<file path="src/rtl/bin2asc_pkg.sv">
// rtl/bin2asc_pkg.sv - shared state encoding and ASCII constants for bin2asc_stream (BIN2ASC_STREAM_PREFIX_EN adds PREFIX)
package bin2asc_pkg;

    typedef enum logic [1:0] {
        ST_IDLE   = 2'd0,
`ifdef BIN2ASC_STREAM_PREFIX_EN
        ST_PREFIX = 2'd1,
`endif
        ST_DIGITS = 2'd2
    } state_t;

    localparam logic [7:0] ASC_0  = 8'h30;
    localparam logic [7:0] ASC_X  = 8'h78;
    localparam logic [7:0] ASC_UA = 8'h41;
    localparam logic [7:0] ASC_LA = 8'h61;

endpackage

</file>
<file path="src/rtl/bin2asc_nib.sv">
// rtl/bin2asc_nib.sv - nibble to uppercase ASCII hex digit converter
module bin2asc_nib
    import bin2asc_pkg::*;
(
    input  logic [3:0] nib,
    output logic [7:0] asc
);

    always_comb begin
        if (nib < 4'd10) asc = ASC_0 + {4'h0, nib};
        else             asc = ASC_UA + {4'h0, nib} - 8'd10;
    end

endmodule

</file>
<file path="src/rtl/bin2asc_stream.sv">
// rtl/bin2asc_stream.sv - binary word to ASCII hex character stream; BIN2ASC_STREAM_PREFIX_EN adds a "0x" prefix
module bin2asc_stream
    import bin2asc_pkg::*;
#(
    parameter int WIDTH = 32,
    parameter bit LOWER = 1'b0
) (
    input  logic             clk,
    input  logic             rst_n,
    input  logic             in_valid,
    output logic             in_ready,
    input  logic [WIDTH-1:0] in_data,
    input  logic             in_zsup,
    output logic             out_valid,
    input  logic             out_ready,
    output logic [7:0]       out_char,
    output logic             out_last
);

    localparam int NIB = WIDTH / 4;
    localparam int IW  = (NIB > 1) ? $clog2(NIB) : 1;
    localparam logic [IW-1:0] TOP_IDX = IW'(NIB - 1);

    state_t           state;
    logic [WIDTH-1:0] data_q;
    logic [IW-1:0]    idx;
`ifdef BIN2ASC_STREAM_PREFIX_EN
    logic             pfx_cnt;
`endif

    logic [IW-1:0]    start_idx, nxt_idx, sel_idx;
    logic [WIDTH-1:0] sel_data;
    logic [3:0]       nib;
    logic [7:0]       asc_raw, asc;

    function automatic logic [3:0] nib_at(input logic [WIDTH-1:0] d, input logic [IW-1:0] i);
        nib_at = 4'h0;
        for (int k = 0; k < NIB; k++)
            if (i == IW'(k)) nib_at = d[4*k +: 4];
    endfunction

    function automatic logic [IW-1:0] msnz(input logic [WIDTH-1:0] d);
        msnz = '0;
        for (int k = 0; k < NIB; k++)
            if (d[4*k +: 4] != 4'h0) msnz = IW'(k);
    endfunction

    // The converter always looks at the character to be registered next:
    // the first digit of the incoming word in IDLE, otherwise the stored word.
    always_comb begin
        start_idx = in_zsup ? msnz(in_data) : TOP_IDX;
        nxt_idx   = (idx == '0) ? '0 : idx - IW'(1);
        sel_data  = data_q;
        sel_idx   = nxt_idx;
        case (state)
            ST_IDLE: begin
                sel_data = in_data;
                sel_idx  = start_idx;
            end
`ifdef BIN2ASC_STREAM_PREFIX_EN
            ST_PREFIX: sel_idx = idx;
`endif
            default: ;
        endcase
        nib = nib_at(sel_data, sel_idx);
    end

    bin2asc_nib u_nib (
        .nib (nib),
        .asc (asc_raw)
    );

    assign asc = (LOWER && nib > 4'd9) ? asc_raw - ASC_UA + ASC_LA : asc_raw;

    always_ff @(posedge clk or negedge rst_n) begin
        if (!rst_n) begin
            state     <= ST_IDLE;
            data_q    <= '0;
            idx       <= '0;
            in_ready  <= 1'b0;
            out_valid <= 1'b0;
            out_char  <= 8'h00;
            out_last  <= 1'b0;
`ifdef BIN2ASC_STREAM_PREFIX_EN
            pfx_cnt   <= 1'b0;
`endif
        end else begin
            case (state)
                ST_IDLE: begin
                    if (in_ready && in_valid) begin
                        data_q    <= in_data;
                        idx       <= start_idx;
                        in_ready  <= 1'b0;
                        out_valid <= 1'b1;
`ifdef BIN2ASC_STREAM_PREFIX_EN
                        state     <= ST_PREFIX;
                        pfx_cnt   <= 1'b0;
                        out_char  <= ASC_0;
                        out_last  <= 1'b0;
`else
                        state     <= ST_DIGITS;
                        out_char  <= asc;
                        out_last  <= (start_idx == '0);
`endif
                    end else begin
                        in_ready  <= 1'b1;
                    end
                end
`ifdef BIN2ASC_STREAM_PREFIX_EN
                ST_PREFIX: begin
                    if (out_ready) begin
                        if (!pfx_cnt) begin
                            pfx_cnt  <= 1'b1;
                            out_char <= ASC_X;
                        end else begin
                            state    <= ST_DIGITS;
                            out_char <= asc;
                            out_last <= (idx == '0);
                        end
                    end
                end
`endif
                ST_DIGITS: begin
                    if (out_ready) begin
                        if (out_last) begin
                            state     <= ST_IDLE;
                            in_ready  <= 1'b1;
                            out_valid <= 1'b0;
                            out_last  <= 1'b0;
                            out_char  <= 8'h00;
                        end else begin
                            idx       <= nxt_idx;
                            out_char  <= asc;
                            out_last  <= (nxt_idx == '0);
                        end
                    end
                end
                default: begin
                    state     <= ST_IDLE;
                    in_ready  <= 1'b0;
                    out_valid <= 1'b0;
                    out_last  <= 1'b0;
                    out_char  <= 8'h00;
                end
            endcase
        end
    end

endmodule

</file>
<file path="config.mk">
export PLATFORM = sky130hd
export DESIGN_NAME = bin2asc_stream
export DESIGN_NICKNAME = d
export VERILOG_FILES = /design/src/rtl/bin2asc_pkg.sv /design/src/rtl/bin2asc_nib.sv /design/src/rtl/bin2asc_stream.sv
export SDC_FILE = /design/constraint.sdc
export NUM_CORES = 1
export LEC_CHECK = 0
export CORE_MARGIN = 5
export CORE_UTILIZATION = 40
export DETAILED_ROUTE_END_ITERATION = 12
export HOLD_SLACK_MARGIN = 0.15
export PLACE_DENSITY = 0.6
export SLEW_MARGIN = 20
export SYNTH_ARGS = -nofsm -noshare
export SYNTH_HDL_FRONTEND = slang
export SYNTH_SLANG_ARGS = --single-unit
</file>
<file path="constraint.sdc">
create_clock -name clk -period 2.85 [get_ports clk]
set_input_delay 0.57 -clock clk [delete_from_list [all_inputs] [get_ports clk]]
set_output_delay 0.57 -clock clk [all_outputs]
set_load 0.01 [all_outputs]
</file>
# Word-level counts from Yosys, hierarchy flattened
# Index checks and enable logic that the tools add are counted.
[totals]
register_bits = 48
latchBits = 0
ram_bits = 0
romBits = 0
input_bits = 37
word_cells = 87
memories = 0
[classes]
addsub = 4
mul = 0
div_mod_pow = 0
order_cmp = 1
n_eq_ne = 12
n_shift = 0
n_mux = 44
bitwise = 0
n_reduce_logical = 19
[ops]
columns = ["operator", "count"]
rows = [
  ["$mux W3", 11],
  ["$mux W32", 1],
  ["$mux W4", 8],
  ["$mux W8", 4],
  ["$reduce_bool A4 Y1", 7],
  ["$pmux W8 S2", 1],
  ["$eq A3 B3 Y1 const B", 4],
  ["$logic_not A3 Y1", 4],
  ["$mux W1", 10],
  ["$add A7 B4 Y8 const A", 1],
  ["$mux W2", 4],
  ["$ne A2 B2 Y1 const B", 4],
  ["$sub A8 B4 Y8 const B", 1],
  ["$add A6 B4 Y7 const A", 1],
  ["$eq A3 B2 Y1 const B", 2],
  ["$pmux W1 S2", 3],
  ["$pmux W3 S2", 1],
  ["$reduce_and A2 Y1", 3],
  ["$lt A4 B4 Y1 const B", 1],
  ["$pmux W2 S2", 1],
  ["$reduce_and A4 Y1", 1],
  ["$eq A3 B1 Y1 const B", 1],
  ["$reduce_and A3 Y1", 1],
  ["$sub A3 B1 Y3 const B", 1],
  ["4 further kinds", 4],
]

# Depth between registers and ports, before layout
[logic_depth]
depth_word = 25
depth_mapped = 12
ltp_nobuf = 11

# Modules after synthesis
# A second synthesis with hierarchy kept.
[hier_totals]
hier_cells = 343
area_unflattened_um2 = 2870.3
[modules_own_cells]
columns = ["mod", "n_inst", "cells_per_inst", "area_each_um2"]
rows = [
  ["bin2asc_stream", 1, 327, 2765.2],
  ["bin2asc_nib", 1, 16, 105.1],
]

# Worst setup path after synthesis
# OpenSTA, ideal clock, no wires.
[synth_timing]
path_type = "in2reg"
from = "in in_data[12]"
to = "reg out_char[4]"
setup_ps = 126
arrival_ps = 2906
t_required_ps = 2724
path_slack_ps = -182
path_stages = 10
path_cell_list = "or4_4 o211a_4 o21ai_4 mux2i_1 a2111o_1 and3_4 ha_1 inv_1 a21oi_1 a221o_1"
[synth_between]
elab_chain_len = 23
elab_cells_between_ends = 34
cone_classes = "3 x add/sub; 1 x order compare; 7 x eq/ne; 21 x mux; 2 x reduce/logical"
[synth_lines]
columns = ["element", "line_no", "source"]
rows = [
  ["from (decl)", "bin2asc_stream.sv:12", "input logic [WIDTH-1:0] in_data,"],
  ["$reduce_bool A4 Y1", "bin2asc_stream.sv:45", "if (d[4*k +: 4] != 4'h0) msnz = IW'(k);"],
  ["$mux W3 (5 in a row)", "bin2asc_stream.sv:45", ""],
  ["$mux W3", "bin2asc_stream.sv:51", "start_idx = in_zsup ? msnz(in_data) : TOP_IDX;"],
  ["$mux W3", "bin2asc_stream.sv:55", "case (state)"],
  ["$logic_not A3 Y1", "bin2asc_stream.sv:39", "if (i == IW'(k)) nib_at = d[4*k +: 4];"],
  ["$mux W4 (7 in a row)", "bin2asc_stream.sv:39", ""],
  ["$mux W4 *", "bin2asc_stream.sv:39", ""],
  ["$add A7 B4 Y8", "bin2asc_nib.sv:11", "else asc = ASC_UA + {4'h0, nib} - 8'd10;"],
  ["$sub A8 B4 Y8", "bin2asc_nib.sv:11", ""],
  ["$mux W8 *", "bin2asc_nib.sv:10", "if (nib < 4'd10) asc = ASC_0 + {4'h0, nib};"],
  ["$mux W8", "bin2asc_stream.sv:125", "if (out_last) begin"],
  ["$mux W8", "bin2asc_stream.sv:124", "if (out_ready) begin"],
  ["$pmux W8 S2 *", "bin2asc_stream.sv:88", "case (state)"],
  ["to (signal assigned)", "bin2asc_stream.sv:102", "out_char <= asc;"],
  ["to (signal assigned)", "bin2asc_stream.sv:133", "out_char <= asc;"],
  ["to (decl)", "bin2asc_stream.sv:16", "output logic [7:0] out_char,"],
]
# Mark *: on every way between the ends. The rest lies on a longest branch, timed or not. The select of a mux whose other input is x is not followed.
# A chain may end at the register's enable or synchronous reset.

# Final worst setup path
[layout_timing]
from = "in in_data[13]"
to = "reg out_char[1]"
# Same word-level chain as after synthesis.

==> flow_summary.ini <==
[finish]
seq_area_um2 = 1076
diodes = 0
area_growth_pct = 55.22
drive_above_1_share_pct = 35.39
fillCellCount = 550
nets = 475
multi_input_area_um2 = 1629
layout_common_cells = nand2_1 (111), buf_4 (83), dfrtp_1 (43), clkdlybuf4s50_1 (17), dlygate4sd2_1 (14)
final_util_pct = 64.14
mostFrequentLayoutCell = nand2_1

[critical_path]
cp_max_fo = 7
end_kind = register
required_ns = 3.09
critPathArrivalTime_ns = 3.12
start_kind = primary input
crit_type = in -> reg

[sta]
rsz0062_at_grt = true
fin_skew_ns = 0.01318
slew_violations = 0
whs_ns = 0.2548
finalWorstSetupSlack_ns = -0.02521
hold_viol = 0
setup_viol = 3
max_freq_mhz = 347.8
worstMarginPinSlew_ns = 0.6095
post-route-period-util_pct = 100.9
slew_headroom_pct = 59.37
post-route-min-period_ns = 2.875

[synthesis]
ys_seq_elements = 43
yosys_warnings = 0
synth.distinct_cells = 60
synth_area_um2 = 2624
avgSynthCellArea_um2 = 8.464
synthCells = 310
synthArstFlopShare_pct = 100.0
synth_ff_type = dfrtp_1
ys_seq_area_share_pct = 41.01
synth_edf_count = 0
synth_nets = 348

[global_routing]
grt_pass1_vias = 2759
grt.total_usage_pct = 21.35
grt_pass1_wl_um = 14280
antenna_found_initial = 0
overflow = 0
grt_max_degree = 44

[place]
place.detailed.hpwl_um = 6608
gp_congestion = 0.8793
io_buffers = 46

[detailed_routing]
drt_first_pass_iters = 4
wirelength_um = 8756
drt_iter0_drc = 156
remaining_drc_errors = 0
vias_per_cell = 5.458
antenna_left = 0
wl_per_cell_um = 17.00
vias = 2811

[die]
core_region_area_um2 = 6350
die_area_um2 = 8279
die_w_um = 90.99
start_util_pct = 41.32
die_h_um = 90.99
rows = 29
io_pins = 48

[pwr]
leakage_uw = 0.001932
peakVddDrop_uv = 726.4
power_density_nw_per_um2 = 1094

[hold_path]
hp-class = in -> async

[clock_network]
cts_tree = yes
numCtsBuffers = 5
clk_transition_reported_paths_ns = 0.09
cts_sinks = 43
htree_levels = 2
clkLatencyLatePin_ns = 0.31
clockBufferDepth = 2
cts_root_buf = clkbuf_8

[status]
violations = negative setup slack
status = finished with violations

[job]
cap_violations = 0
## kinds of logic after synthesis
kind of cell,after synthesis,synth area share (%)
buf+inv,21,3.290
flops,43,41.01
simple gates,161,28.42
compound gates,72,21.03
other cells,1,0.1429
fa+ha+maj,1,0.4768
mux,11,5.627
## where the power goes
| group | switching (µW) | internal, µW | leakage, µW |
|---|---|---|---|
| sequential | 201 | 904 | 0.000532 |
| combinational | 1410 | 1360 | 0.00134 |
| clock | 231 | 350 | 0.0000644 |
## area by class of cell
type	count	area share, %
sequential	43	26.42
tap	77	2.366
inverter	7	0.6452
multi-input combinational	246	40.00
clock inverter	3	1.659
clock buffer	5	1.690
timing repair buffer	134	27.22
## Yosys cell counts (2+ instances only)
master     instances  area (µm²)
mux2i_1            5       50.05
nand3_1            8       40.04
buf_2              3       15.01
a221o_1            3       30.03
nor3_1             4       20.02
a31oi_1            3       18.77
o31a_1             2       17.52
nor4_2             2       25.02
a21oi_1            5       25.02
nor2b_1            2       12.51
inv_1              6       22.52
a211oi_1           9       67.56
o211ai_1           5       37.54
o22ai_1            3       18.77
or2_2              2       12.51
nand2_1          111       416.7
mux4_1             2       52.55
o21ba_2            2       20.02
clkbuf_1           9       33.78
o21ai_0           15       75.07
or4_4              2       22.52
nor2_1            11       41.29
a22oi_1            3       22.52
o2111ai_1          2       17.52
nor4_1             2       12.51
mux2_2             4       45.04
a211o_1            2       17.52
or4_1              4       30.03
dfrtp_1           43        1076
and3_1             5       31.28
a311o_1            2       20.02
## timing repair
| item | 4_1_cts | 5_1_grt |
|---|---|---|
| gates resized for setup | 84 | 21 |
| buffers inserted | 11 | 2 |
| hold buffers | 0 | 0 |
| endpoints found under the setup margin | 7 | 7 |
| pin swaps | 27 | 21 |
## worst paths after layout
| check | start | endpoint | slack (ns) | cells past startpoint |
|---|---|---|---|---|
| worst max-delay path | in_data[13] | out_char[1] | -0.03 | 10 |
| worst min-delay path | rst_n | out_last | 0.25 | 1 |
| worst max register to register | out_valid | out_char[1] | 0.11 | 8 |
| worst min register to register | data_q[5] | data_q[5] | 0.48 | 2 |
| max in group asynchronous | rst_n | data_q[0] | 2.21 | 1 |
| min in group clk | data_q[5] | data_q[5] | 0.48 | 2 |
## through the flow
step / cells / area (µm²) / power [µW] / setup slack, ns / setup TNS, ns
finish: 515 / 4073 / 4457 / -0.02521 / -0.05607
global route: 515 / 4073 / 4820 / -0.1267 / -0.5570
CTS: 513 / 3988 / 4368 / -0.01712 / -0.02043
detailed placement: 494 / 3711 / 3684 / -0.7584 / -4.808
global placement: 494 / 3711 / 3647 / -0.6849 / -4.457
floorplan: 310 / 2656 / 2609 / -0.1205 / -0.2970
## registers in the layout, summed over array words and instances (netlist names)
register   count
in_ready       1
out_char       7
out_valid      1
idx            3
data_q        30
out_last       1
## critical path: stages
cell and delay (ns):
buf_6 0.09, or4_4 0.55, o211a_4 0.29, o21ai_4 0.29, mux4_2 0.35, o211ai_1 0.25, and3_4 0.26, ha_4 0.19
a21o_1 0.15, o21ai_1 0.11
## metal layers
metal	track usage, %	routed length [µm]	up-vias
li1	-	-	1360
met1	28.97	3814	1352
met2	34.25	4230	84
met3	3.058	464	15
met4	8.680	246	0
met5	0	0	-
No activity file was read; power rests on OpenSTA's default activity.
